**src/rtl/fuzzy_pkg.sv**
```systemverilog
// rtl/fuzzy_pkg.sv - shared types, default sizes and rule address helper for the fuzzy rule engine
package fuzzy_pkg;

  typedef enum logic [1:0] {
    IDLE = 2'd0,
    EVAL = 2'd1,
    DONE = 2'd2
  } state_t;

  localparam int DEF_N_LVL = 7;
  localparam int DEF_LVL_W = 3;
  localparam int DEF_MU_W  = 8;
  localparam int DEF_OUT_W = 7;
  localparam int DEF_LBL   = 24;
  localparam int MU_MAX    = (1 << DEF_MU_W) - 1;
  localparam int N_RULE    = DEF_N_LVL * DEF_N_LVL;

  function automatic int rule_addr(input int e, input int ec, input int n_lvl);
    return e * n_lvl + ec;
  endfunction

endpackage

```
**src/rtl/fuzzy_rule_engine_if.sv**
```systemverilog
// rtl/fuzzy_rule_engine_if.sv - request/result/config bundle; out_num/out_den exist only with FUZZY_CENTROID_EN
interface fuzzy_rule_engine_if #(
  parameter int LVL_W = 3,
  parameter int MU_W  = 8,
  parameter int OUT_W = 7
);
  logic               in_valid;
  logic               in_ready;
  logic [LVL_W-1:0]   e_idx;
  logic [MU_W-1:0]    e_mu;
  logic [LVL_W-1:0]   ec_idx;
  logic [MU_W-1:0]    ec_mu;
  logic               cfg_we;
  logic [2*LVL_W-1:0] cfg_addr;
  logic [OUT_W-1:0]   cfg_data;
  logic               cfg_ready;
  logic               out_valid;
  logic               out_ready;
  logic [OUT_W-1:0]   out_df;
  logic [MU_W-1:0]    out_str;
`ifdef FUZZY_CENTROID_EN
  logic [MU_W+OUT_W+1:0] out_num;
  logic [MU_W+1:0]       out_den;

  modport master (
    output in_valid, e_idx, e_mu, ec_idx, ec_mu, cfg_we, cfg_addr, cfg_data, out_ready,
    input  in_ready, cfg_ready, out_valid, out_df, out_str, out_num, out_den
  );
  modport slave (
    input  in_valid, e_idx, e_mu, ec_idx, ec_mu, cfg_we, cfg_addr, cfg_data, out_ready,
    output in_ready, cfg_ready, out_valid, out_df, out_str, out_num, out_den
  );
`else
  modport master (
    output in_valid, e_idx, e_mu, ec_idx, ec_mu, cfg_we, cfg_addr, cfg_data, out_ready,
    input  in_ready, cfg_ready, out_valid, out_df, out_str
  );
  modport slave (
    input  in_valid, e_idx, e_mu, ec_idx, ec_mu, cfg_we, cfg_addr, cfg_data, out_ready,
    output in_ready, cfg_ready, out_valid, out_df, out_str
  );
`endif
endinterface

```
**src/rtl/fuzzy_rule_ram.sv**
```systemverilog
// rtl/fuzzy_rule_ram.sv - rule consequent table: sync write, sync reset to default label, async read
module fuzzy_rule_ram #(
  parameter int DEPTH       = 49,
  parameter int ADDR_W      = 6,
  parameter int OUT_W       = 7,
  parameter int DEFAULT_LBL = 24
) (
  input  logic              clk,
  input  logic              rst,
  input  logic              we,
  input  logic [ADDR_W-1:0] waddr,
  input  logic [OUT_W-1:0]  wdata,
  input  logic [ADDR_W-1:0] raddr,
  output logic [OUT_W-1:0]  rdata
);
  localparam logic [ADDR_W-1:0] DEPTH_A = ADDR_W'(DEPTH);
  localparam logic [OUT_W-1:0]  DEF_L   = OUT_W'(DEFAULT_LBL);

  logic [OUT_W-1:0] mem [DEPTH];

  always_ff @(posedge clk) begin
    if (rst) begin
      for (int i = 0; i < DEPTH; i++) mem[i] <= DEF_L;
    end else if (we && (waddr < DEPTH_A)) begin
      mem[waddr] <= wdata;
    end
  end

  assign rdata = (raddr < DEPTH_A) ? mem[raddr] : DEF_L;

endmodule

```
**src/rtl/fuzzy_rule_engine.sv**
```systemverilog
// rtl/fuzzy_rule_engine.sv - max-min inference over the 4 adjacent rules, one per cycle
// FUZZY_CENTROID_EN adds weighted-label/weight accumulators for an external divider.
module fuzzy_rule_engine
  import fuzzy_pkg::*;
#(
  parameter int N_LVL       = DEF_N_LVL,
  parameter int LVL_W       = DEF_LVL_W,
  parameter int MU_W        = DEF_MU_W,
  parameter int OUT_W       = DEF_OUT_W,
  parameter int DEFAULT_LBL = DEF_LBL
) (
  input logic                clk,
  input logic                rst,
  fuzzy_rule_engine_if.slave bus
);
  localparam int ADDR_W = 2 * LVL_W;
  localparam int RULES  = N_LVL * N_LVL;
  localparam logic [LVL_W-1:0]  TOP_IDX  = LVL_W'(N_LVL - 1);
  localparam logic [ADDR_W-1:0] RULES_A  = ADDR_W'(RULES);
  localparam logic [OUT_W-1:0]  DEF_L    = OUT_W'(DEFAULT_LBL);
  localparam logic [MU_W-1:0]   MU_FULL  = '1;

  state_t           state;
  logic [1:0]       k;
  logic [LVL_W-1:0] e_lo, e_hi, ec_lo, ec_hi;
  logic [MU_W-1:0]  e_w_lo, e_w_hi, ec_w_lo, ec_w_hi;
  logic [MU_W-1:0]  best_w;
  logic [OUT_W-1:0] best_lbl;
  logic             valid_q;
  logic [OUT_W-1:0] df_q;
  logic [MU_W-1:0]  str_q;

  logic             idle;
  logic             ram_we;
  logic [LVL_W-1:0] e_sel, ec_sel, e_cap_lo, e_cap_hi, ec_cap_lo, ec_cap_hi;
  logic [MU_W-1:0]  w_e, w_ec, w_k;
  logic [ADDR_W-1:0] raddr;
  logic [OUT_W-1:0] lbl_k;
  logic             win;

  assign idle          = (state == IDLE);
  assign bus.in_ready  = idle;
  assign bus.cfg_ready = idle;
  assign bus.out_valid = valid_q;
  assign bus.out_df    = df_q;
  assign bus.out_str   = str_q;
  assign ram_we        = idle && bus.cfg_we && (bus.cfg_addr < RULES_A);

  // Top set has no upper neighbour, so both corners collapse onto it.
  always_comb begin
    e_cap_lo  = (bus.e_idx  >= TOP_IDX) ? TOP_IDX : bus.e_idx;
    e_cap_hi  = (bus.e_idx  >= TOP_IDX) ? TOP_IDX : bus.e_idx + 1'b1;
    ec_cap_lo = (bus.ec_idx >= TOP_IDX) ? TOP_IDX : bus.ec_idx;
    ec_cap_hi = (bus.ec_idx >= TOP_IDX) ? TOP_IDX : bus.ec_idx + 1'b1;
  end

  always_comb begin
    e_sel  = k[1] ? e_hi    : e_lo;
    ec_sel = k[0] ? ec_hi   : ec_lo;
    w_e    = k[1] ? e_w_hi  : e_w_lo;
    w_ec   = k[0] ? ec_w_hi : ec_w_lo;
    w_k    = (w_e < w_ec) ? w_e : w_ec;
    raddr  = ADDR_W'(rule_addr(int'(e_sel), int'(ec_sel), N_LVL));
    win    = (w_k > best_w);
  end

  fuzzy_rule_ram #(
    .DEPTH      (RULES),
    .ADDR_W     (ADDR_W),
    .OUT_W      (OUT_W),
    .DEFAULT_LBL(DEFAULT_LBL)
  ) u_ram (
    .clk  (clk),
    .rst  (rst),
    .we   (ram_we),
    .waddr(bus.cfg_addr),
    .wdata(bus.cfg_data),
    .raddr(raddr),
    .rdata(lbl_k)
  );

  always_ff @(posedge clk) begin
    if (rst) begin
      state    <= IDLE;
      k        <= 2'd0;
      e_lo     <= '0;
      e_hi     <= '0;
      ec_lo    <= '0;
      ec_hi    <= '0;
      e_w_lo   <= '0;
      e_w_hi   <= '0;
      ec_w_lo  <= '0;
      ec_w_hi  <= '0;
      best_w   <= '0;
      best_lbl <= DEF_L;
      valid_q  <= 1'b0;
      df_q     <= '0;
      str_q    <= '0;
    end else begin
      case (state)
        IDLE: begin
          if (bus.in_valid) begin
            e_lo     <= e_cap_lo;
            e_hi     <= e_cap_hi;
            ec_lo    <= ec_cap_lo;
            ec_hi    <= ec_cap_hi;
            e_w_lo   <= bus.e_mu;
            e_w_hi   <= MU_FULL - bus.e_mu;
            ec_w_lo  <= bus.ec_mu;
            ec_w_hi  <= MU_FULL - bus.ec_mu;
            k        <= 2'd0;
            best_w   <= '0;
            best_lbl <= DEF_L;
            state    <= EVAL;
          end
        end
        EVAL: begin
          if (win) begin
            best_w   <= w_k;
            best_lbl <= lbl_k;
          end
          k <= k + 2'd1;
          if (k == 2'd3) begin
            df_q    <= win ? lbl_k : best_lbl;
            str_q   <= win ? w_k : best_w;
            valid_q <= 1'b1;
            state   <= DONE;
          end
        end
        DONE: begin
          if (bus.out_ready) begin
            valid_q <= 1'b0;
            state   <= IDLE;
          end
        end
        default: state <= IDLE;
      endcase
    end
  end

`ifdef FUZZY_CENTROID_EN
  localparam int NUM_W = MU_W + OUT_W + 2;
  localparam int DEN_W = MU_W + 2;

  logic [NUM_W-1:0] acc_num;
  logic [DEN_W-1:0] acc_den;

  always_ff @(posedge clk) begin
    if (rst || (idle && bus.in_valid)) begin
      acc_num <= '0;
      acc_den <= '0;
    end else if (state == EVAL) begin
      acc_num <= acc_num + NUM_W'(w_k) * NUM_W'(lbl_k);
      acc_den <= acc_den + DEN_W'(w_k);
    end
  end

  assign bus.out_num = acc_num;
  assign bus.out_den = acc_den;
`endif

endmodule

```
**src/flat_wrapper.sv**
```systemverilog
// flat-port wrapper written by rule: the top's interface ports become plain ports
module fuzzy_rule_engine_flat import fuzzy_pkg::*;
#(
  parameter int N_LVL       = DEF_N_LVL,
  parameter int LVL_W       = DEF_LVL_W,
  parameter int MU_W        = DEF_MU_W,
  parameter int OUT_W       = DEF_OUT_W,
  parameter int DEFAULT_LBL = DEF_LBL
)
  (clk, rst, bus_in_valid, bus_e_idx, bus_e_mu, bus_ec_idx, bus_ec_mu, bus_cfg_we, bus_cfg_addr, bus_cfg_data, bus_out_ready, bus_in_ready, bus_cfg_ready, bus_out_valid, bus_out_df, bus_out_str);
  fuzzy_rule_engine_if #(.LVL_W(LVL_W), .MU_W(MU_W), .OUT_W(OUT_W)) bus_i ();
  input logic clk;
  input logic rst;
  input wire logic [$bits(bus_i.in_valid)-1:0] bus_in_valid;
  input wire logic [$bits(bus_i.e_idx)-1:0] bus_e_idx;
  input wire logic [$bits(bus_i.e_mu)-1:0] bus_e_mu;
  input wire logic [$bits(bus_i.ec_idx)-1:0] bus_ec_idx;
  input wire logic [$bits(bus_i.ec_mu)-1:0] bus_ec_mu;
  input wire logic [$bits(bus_i.cfg_we)-1:0] bus_cfg_we;
  input wire logic [$bits(bus_i.cfg_addr)-1:0] bus_cfg_addr;
  input wire logic [$bits(bus_i.cfg_data)-1:0] bus_cfg_data;
  input wire logic [$bits(bus_i.out_ready)-1:0] bus_out_ready;
  output wire logic [$bits(bus_i.in_ready)-1:0] bus_in_ready;
  output wire logic [$bits(bus_i.cfg_ready)-1:0] bus_cfg_ready;
  output wire logic [$bits(bus_i.out_valid)-1:0] bus_out_valid;
  output wire logic [$bits(bus_i.out_df)-1:0] bus_out_df;
  output wire logic [$bits(bus_i.out_str)-1:0] bus_out_str;
  assign bus_i.in_valid = bus_in_valid;
  assign bus_i.e_idx = bus_e_idx;
  assign bus_i.e_mu = bus_e_mu;
  assign bus_i.ec_idx = bus_ec_idx;
  assign bus_i.ec_mu = bus_ec_mu;
  assign bus_i.cfg_we = bus_cfg_we;
  assign bus_i.cfg_addr = bus_cfg_addr;
  assign bus_i.cfg_data = bus_cfg_data;
  assign bus_i.out_ready = bus_out_ready;
  assign bus_in_ready = bus_i.in_ready;
  assign bus_cfg_ready = bus_i.cfg_ready;
  assign bus_out_valid = bus_i.out_valid;
  assign bus_out_df = bus_i.out_df;
  assign bus_out_str = bus_i.out_str;
  fuzzy_rule_engine #(.N_LVL(N_LVL), .LVL_W(LVL_W), .MU_W(MU_W), .OUT_W(OUT_W), .DEFAULT_LBL(DEFAULT_LBL)) u_core (.clk(clk), .rst(rst), .bus(bus_i));
endmodule
```
**config.mk**
```make
export PLATFORM = sky130hd
export DESIGN_NAME = fuzzy_rule_engine_flat
export DESIGN_NICKNAME = d
export VERILOG_FILES = /design/src/rtl/fuzzy_pkg.sv /design/src/rtl/fuzzy_rule_engine_if.sv /design/src/rtl/fuzzy_rule_ram.sv /design/src/rtl/fuzzy_rule_engine.sv /design/src/flat_wrapper.sv
export SDC_FILE = /design/constraint.sdc
export NUM_CORES = 1
export LEC_CHECK = 0
export CORE_UTILIZATION = 40
export CTS_CLUSTER_DIAMETER = 150
export CTS_CLUSTER_SIZE = 8
export DETAILED_ROUTE_END_ITERATION = 6
export SLEW_MARGIN = 30
export SYNTH_ARGS = -nofsm -noshare
export SYNTH_HDL_FRONTEND = slang
export SYNTH_HIERARCHICAL = 1
export SYNTH_SLANG_ARGS = --single-unit
```
**constraint.sdc**
```tcl
create_clock -name clk -period 4.9 [get_ports clk]
set_input_delay 0.735 -clock clk [delete_from_list [all_inputs] [get_ports clk]]
set_output_delay 0.735 -clock clk [all_outputs]
set_load 0.1 [all_outputs]
```
Word level (Yosys, flattened, before mapping)
Memory sizes are Yosys's and may differ from the RTL's. Index checks and enable logic that the tools add are counted.

Reductions and logical operators: 12. $mul: 1. $add $sub $neg: 6. Divide/modulo/power cells: 0. Multiplexer cells: 33. Bitwise gates (word level): 0. $lt $le $gt $ge: 6. Shift-type cells: 0. Eq/ne operators: 6.

Operator list (number): $mux W8 (5); $mux W7 (4); $mux W3 (6); $pmux W8 S2 (1); $sub A8 B8 Y8 const A (2); $pmux W7 S2 (1); $lt A6 B6 Y1 const B (2); $gt A8 B8 Y1 (1); $lt A8 B8 Y1 (1); $mux W1 (8); $mux W2 (4); $reduce_or A7 Y1 (1); $add A3 B1 Y3 const B (2); $add A6 B4 Y6 (1); $ge A3 B3 Y1 const B (2); $mul A3 B3 Y6 const B (1); $mux W6 (1); $pmux W2 S3 (1); $reduce_and A2 Y1 (3); $reduce_and A3 Y1 (2); $eq A2 B2 Y1 const B (2); $ne A2 B2 Y1 const B (2); $pmux W2 S2 (1); $reduce_bool A2 Y1 (2); 6 further kinds (8).

Bits in latches: 0. ROM bits: 0. Logic and storage cells: 80. Flip-flop bits (word level): 79. Output and inout port bits: 18. Memory bits (writable): 343. Memories: 1.

Memories: u_core.u_ram.mem (words 49, bits a word 7, read ports 1, clocked after Yosys merged registers in 0, write ports 49, RTL line fuzzy_rule_ram.sv:19) `logic [OUT_W-1:0] mem [DEPTH];`.

Logic depth before layout (Yosys ltp)
Depth after elaboration: 9. Mapped depth: 20.

Modules after synthesis
Netlist, hierarchy kept.

By module, submodules not included: fuzzy_rule_ram (instances 1, seq. area each 12431.9 sq um, cells an instance 1188, area each 18900.6 sq um); fuzzy_rule_engine (instances 1, seq. area each 1581.5 sq um, cells an instance 444, area each 3897.5 sq um).

Worst setup path before layout
Ideal clock, no wire load.

Kind: reg-to-reg. Start point: register u_core.k[1]. End point: register u_core.best_lbl[5]. Setup slack: 0.209 ns. Clock period less this slack: 4.691 ns. Cell stages (with the launch flop): 19. Path buffers: 4. Required time: 4.783 ns. Arrival time: 4.574 ns. Cells stage by stage: dfxtp_1 -> buf_2 -> mux2i_1 -> inv_1 -> fa_1 -> inv_1 -> fa_1 -> inv_1 -> ha_1 -> a21o_1 -> a21oi_1 -> xnor2_1 -> clkbuf_1 -> clkbuf_1 -> clkbuf_1 -> mux4_2 -> o21ai_0 -> o41ai_1 -> a22o_1.

Cells in the longest elaborated chain, start to end: 7. Elaborated cells on any way between the ends: 12. Classes of those cells: add/sub: 1; mul: 1; order compare: 3; mux: 6; memory: 1.

RTL lines: from (decl) (RTL line fuzzy_rule_engine.sv:24) `logic [1:0] k;`; from (signal assigned) (RTL line fuzzy_rule_engine.sv:122) `k <= k + 2'd1;`; $mux W3 (*) (RTL line fuzzy_rule_engine.sv:58) `e_sel = k[1] ? e_hi : e_lo;`; $mul A3 B3 Y6 (*) (RTL line fuzzy_pkg.sv:19) `return e * n_lvl + ec;`; $add A6 B4 Y6 (*) (RTL line fuzzy_pkg.sv:19); net u_core.raddr[4] (RTL line fuzzy_rule_engine.sv:37) `logic [ADDR_W-1:0] raddr;`; $mem_v2 Z49 W7 or $lt A6 B6 Y1 (tied branches); $mux W7 (*) (RTL line fuzzy_rule_ram.sv:29) `assign rdata = (raddr < DEPTH_A) ? mem[raddr] : DEF_L;`; net u_core.lbl_k[5] (RTL line fuzzy_rule_engine.sv:38) `logic [OUT_W-1:0] lbl_k;`; $mux W7 (*) (RTL line fuzzy_rule_engine.sv:118) `if (win) begin`; $pmux W7 S2 (*) (RTL line fuzzy_rule_engine.sv:100) `case (state)`; to (signal assigned) (RTL line fuzzy_rule_engine.sv:120) `best_lbl <= lbl_k;`; to (decl) (RTL line fuzzy_rule_engine.sv:28) `logic [OUT_W-1:0] best_lbl;`.

The timed path passes the listed nets; every way through them passes the cells marked *. A chain may end at the register's enable or synchronous reset.

Final worst setup path
Start point: register u_core.k[1]. End point: register u_core.df_q[6], in the netlist u_core/bus.out_df[6].

Cells in the longest elaborated chain, start to end: 6. Elaborated cells on any way between the ends: 13. Classes of those cells: add/sub: 1; mul: 1; order compare: 3; eq/ne: 1; mux: 5; reduce/logical: 1; memory: 1.

RTL lines: $mux W3 (*) (RTL line fuzzy_rule_engine.sv:58); $mul A3 B3 Y6 (*) (RTL line fuzzy_pkg.sv:19); $add A6 B4 Y6 (*) (RTL line fuzzy_pkg.sv:19); net u_core.raddr[2] (RTL line fuzzy_rule_engine.sv:37); $mem_v2 Z49 W7 or $lt A6 B6 Y1 (tied branches); $mux W7 (*) (RTL line fuzzy_rule_ram.sv:29); net u_core.lbl_k[6] (RTL line fuzzy_rule_engine.sv:38); $mux W7 (*); to (signal assigned) (RTL line fuzzy_rule_engine.sv:124) `df_q <= win ? lbl_k : best_lbl;`; to (decl) (RTL line fuzzy_rule_engine.sv:30) `logic [OUT_W-1:0] df_q;`.

Marks and branches as above.

==> impl_metrics.py <==
metrics = {
    "run_status": {
        "status": "completed",
    },
    "sta": {
        "slew_viol_final": 0,
        "tns_ns": 0,
        "finalHoldViolations": 0,
        "finalCritPeriodShare_pct": 93.28,
        "worst_pin_slew_ns": 1.003,
        "fin_ws_ns": 0.3293,
        "finalClockSkew_ns": 0.02217,
        "slew_headroom_pct": 32.94,
        "fmax_mhz": 218.8,
        "hold_ws_ns": 0.4509,
        "setup_viol": 0,
        "rsz0062_at_grt": "false",
        "final.min_clock_period_ns": 4.571,
    },
    "power_and_ir_drop": {
        "switching_share_pct": 24.77,
        "clkPwrFrac_pct": 40.9,
        "leakagePower_nw": 9.027,
        "power_frac_comb_pct": 14.6,
        "p_sw_mw": 2.656,
        "power.internal_mw": 8.064,
        "p_total_mw": 10.72,
        "irDropWorstVdd_uv": 209.9,
        "p_seq_share_pct": 44.5,
        "power_density_mw_per_mm2": 406.6,
    },
    "setup_path": {
        "start_kind": "register",
        "crit_type": "reg2reg",
        "crit_fanout": 27,
        "critPathArrivalTime_ns": 5.05,
        "required_ns": 5.38,
        "critPathCaptureType": "register",
    },
    "floorplan": {
        "die_w_um": 240.7,
        "row_count": 87,
        "die_area_mm2": 0.05795,
        "ios": 58,
        "start_util_pct": 40.43,
        "fp.dieH_um": 240.7,
        "core_mm2": 0.05639,
    },
    "clock_network": {
        "clkLatencyLatePin_ns": 0.59,
        "path_clk_slew_ns": 0.05,
        "cts_sinks": 493,
        "cts_root_buf": "clkbuf_16",
        "h-tree-depth": 3,
        "cts-buffers-inserted": 71,
        "cts_tree": "yes",
        "cts.hold.buffers_added": 0,
        "cts_buffer_depth": 3,
    },
    "layout": {
        "layout_common_cells": "edfxtp_1, and2_1, nor2_1",
        "multi_input_area_mm2": 0.008453,
        "n_fill_cell": 5058,
        "regArea_mm2": 0.01401,
        "diodes": 0,
        "fin_area_mm2": 0.02636,
        "drive_gt1_share_pct": 18.18,
        "fin_util_pct": 46.75,
        "finalNonFillerCells": 2527,
        "nNetsFinal": 1825,
        "final_common_cell": "edfxtp_1",
        "syn2layout_area_growth_pct": 15.62,
    },
    "synth": {
        "synth-edff-count": 414,
        "yosys.area_share.simple_pct": 15.67,
        "ys.flop_type": "edfxtp_1",
        "synth_top_family_by_area": "simple AND/OR/NAND/NOR gates",
        "synth-compound-area-share_pct": 4.391,
        "ys_types": 67,
        "ys_seq_area_share_pct": 61.47,
        "synth.avg_cell_area_um2": 13.97,
        "netlist_instances": 1632,
        "synthAdderAreaFrac_pct": 1.943,
        "netlist_area_mm2": 0.02280,
        "synth.area.mux_share_pct": 13.45,
        "ys_async_sr_fraction_pct": 0,
        "synth-xor-area-share_pct": 0.1537,
        "yosys_warnings": 6,
        "yosys_register_bits": 493,
    },
    "routing": {
        "drc": 0,
        "antenna_left": 0,
        "wire_per_inst_um": 21.48,
        "initialDrtViolationCount": 1031,
        "vias": 13480,
        "routed_wl_um": 54270,
        "vias_per_cell": 5.335,
        "drtPass1Iterations": 5,
    },
    "hold_path": {
        "hold_path.class": "reg2reg",
    },
    "placement": {
        "place_hpwl_um": 35760,
        "dpl-instance-area_mm2": 0.02438,
        "dp.cells": 2435,
        "place.gp.congestion": 0.8532,
        "pre_cts_ws_ns": 0.1958,
        "port_buffers": 57,
    },
    "global_routing": {
        "grt_first_pass_wirelength_um": 83650,
        "grt_pass1_vias": 13590,
        "grt-ovfl-total": 0,
        "grt_start_max_net_pins": 73,
        "grt_antenna_before_repair": 2,
        "track_usage_pct": 19.33,
    },
    "job": {
        "drv_cap": 0,
    },
}
-- critical path, stage by stage (launching register included) --
cell	delay, ns
dfxtp_1	0.41
mux2i_1	0.28
inv_1	0.16
fa_1	0.56
inv_1	0.06
fa_1	0.50
inv_1	0.07
fa_2	0.77
buf_12	0.25
mux4_2	0.23
mux2i_1	0.07
buf_4	0.16
mux2i_1	0.12
mux2i_1	0.12
o21ai_0	0.31
nand2_1	0.08
a311oi_1	0.28
-- worst paths after layout --
kind	start	to	slack, ns	cells after the start
min	u_core/best_lbl[3]$_SDFFE_PP1P_	u_core/best_lbl[3]$_SDFFE_PP1P_	0.45	2
min reg2reg	u_core/best_lbl[3]$_SDFFE_PP1P_	u_core/best_lbl[3]$_SDFFE_PP1P_	0.45	2
max	u_core/k[1]$_SDFFE_PP0P_	u_core/bus.out_df[6]$_SDFFE_PP0P_	0.33	16
max reg2reg	u_core/k[1]$_SDFFE_PP0P_	u_core/bus.out_df[6]$_SDFFE_PP0P_	0.33	16
-- cell usage after synthesis, types with 4 or more instances --
master    count  area (um^2)
nand2b_1      5        31.28
mux2i_1      45        450.4
nand3_1       4        20.02
inv_1        26        97.59
mux4_2      105         2365
mux2_2        7        78.83
ha_1         29        362.9
nand3b_1      5        37.54
nor2b_1      10        62.56
a21o_1        4        30.03
nor3b_1       6        45.04
mux4_1        6        157.7
buf_4        12        90.09
nand2_1      89        334.1
nor2_1      109        409.1
clkbuf_1     88        330.3
or3_1        98        613.1
or2_2        50        312.8
a22o_1       12        105.1
buf_2        20        100.1
dfxtp_1      79         1582
a211oi_1      9        67.56
o21ai_0      11        55.05
o21ai_1      16        80.08
nor3_1        7        35.03
a21oi_1      38        190.2
fa_1          4        80.08
edfxtp_1    414        12430
and2_1      248         1551
o22ai_1      10        62.56
a311oi_1     14        122.6
-- layer usage --
| layer | GRT usage, % | part of all wire, % | up-vias |
|---|---|---|---|
| met5 | 0 | 0.013 | - |
| met2 | 31.45 | 48 | 369 |
| met4 | 5.600 | 2.0 | 2 |
| met3 | 3.546 | 6.0 | 85 |
| met1 | 26.47 | 44 | 6813 |
| li1 | - | - | 6212 |
-- flip-flops by register name, indices dropped and copies added, names as in the netlist, 7 cells and up --
register	flops
u_core/best_w	8
u_core/ec_w_hi	8
u_core/e_w_hi	8
u_core/ec_w_lo	8
u_core/best_lbl	7
u_core/u_ram/mem	414
u_core/bus.out_df	7
u_core/bus.out_str	8
u_core/e_w_lo	8
-- timing repair --
item / 4_1_cts / 5_1_grt
setup buffers: 0 / 0
gates resized for setup: 0 / 2
setup endpoints to repair: 0 / 6
-- cells by family after synthesis --
group           after synthesis
xor+xnor                      4
fa+ha+maj                    33
flops                       493
buf+inv                     151
compound gates              142
simple gates                644
mux                         164
other cells                   1
-- power groups by stage --
| stage | registers [mW] | clock network (mW) | logic [mW] |
|---|---|---|---|
| 2_1_floorplan | 4.82 | 0 | 1.09 |
| 3_3_place_gp | 4.84 | 0 | 1.57 |
| 3_5_place_dp | 4.84 | 0 | 1.58 |
| 4_1_cts | 4.77 | 4.49 | 1.58 |
| 5_1_grt | 4.78 | 4.64 | 1.70 |
| 6_report | 4.77 | 4.38 | 1.57 |
-- area by class of cell --
class,count,share of cell area (%)
flip-flops and latches,493,53.16
multi-input cells,1058,32.07
clock buffers,89,7.319
well taps,756,3.588
repair buffers,102,3.351
inverters,26,0.3702
clock inverters,3,0.1424
Note: power is estimated with default switching activity, not from simulation.
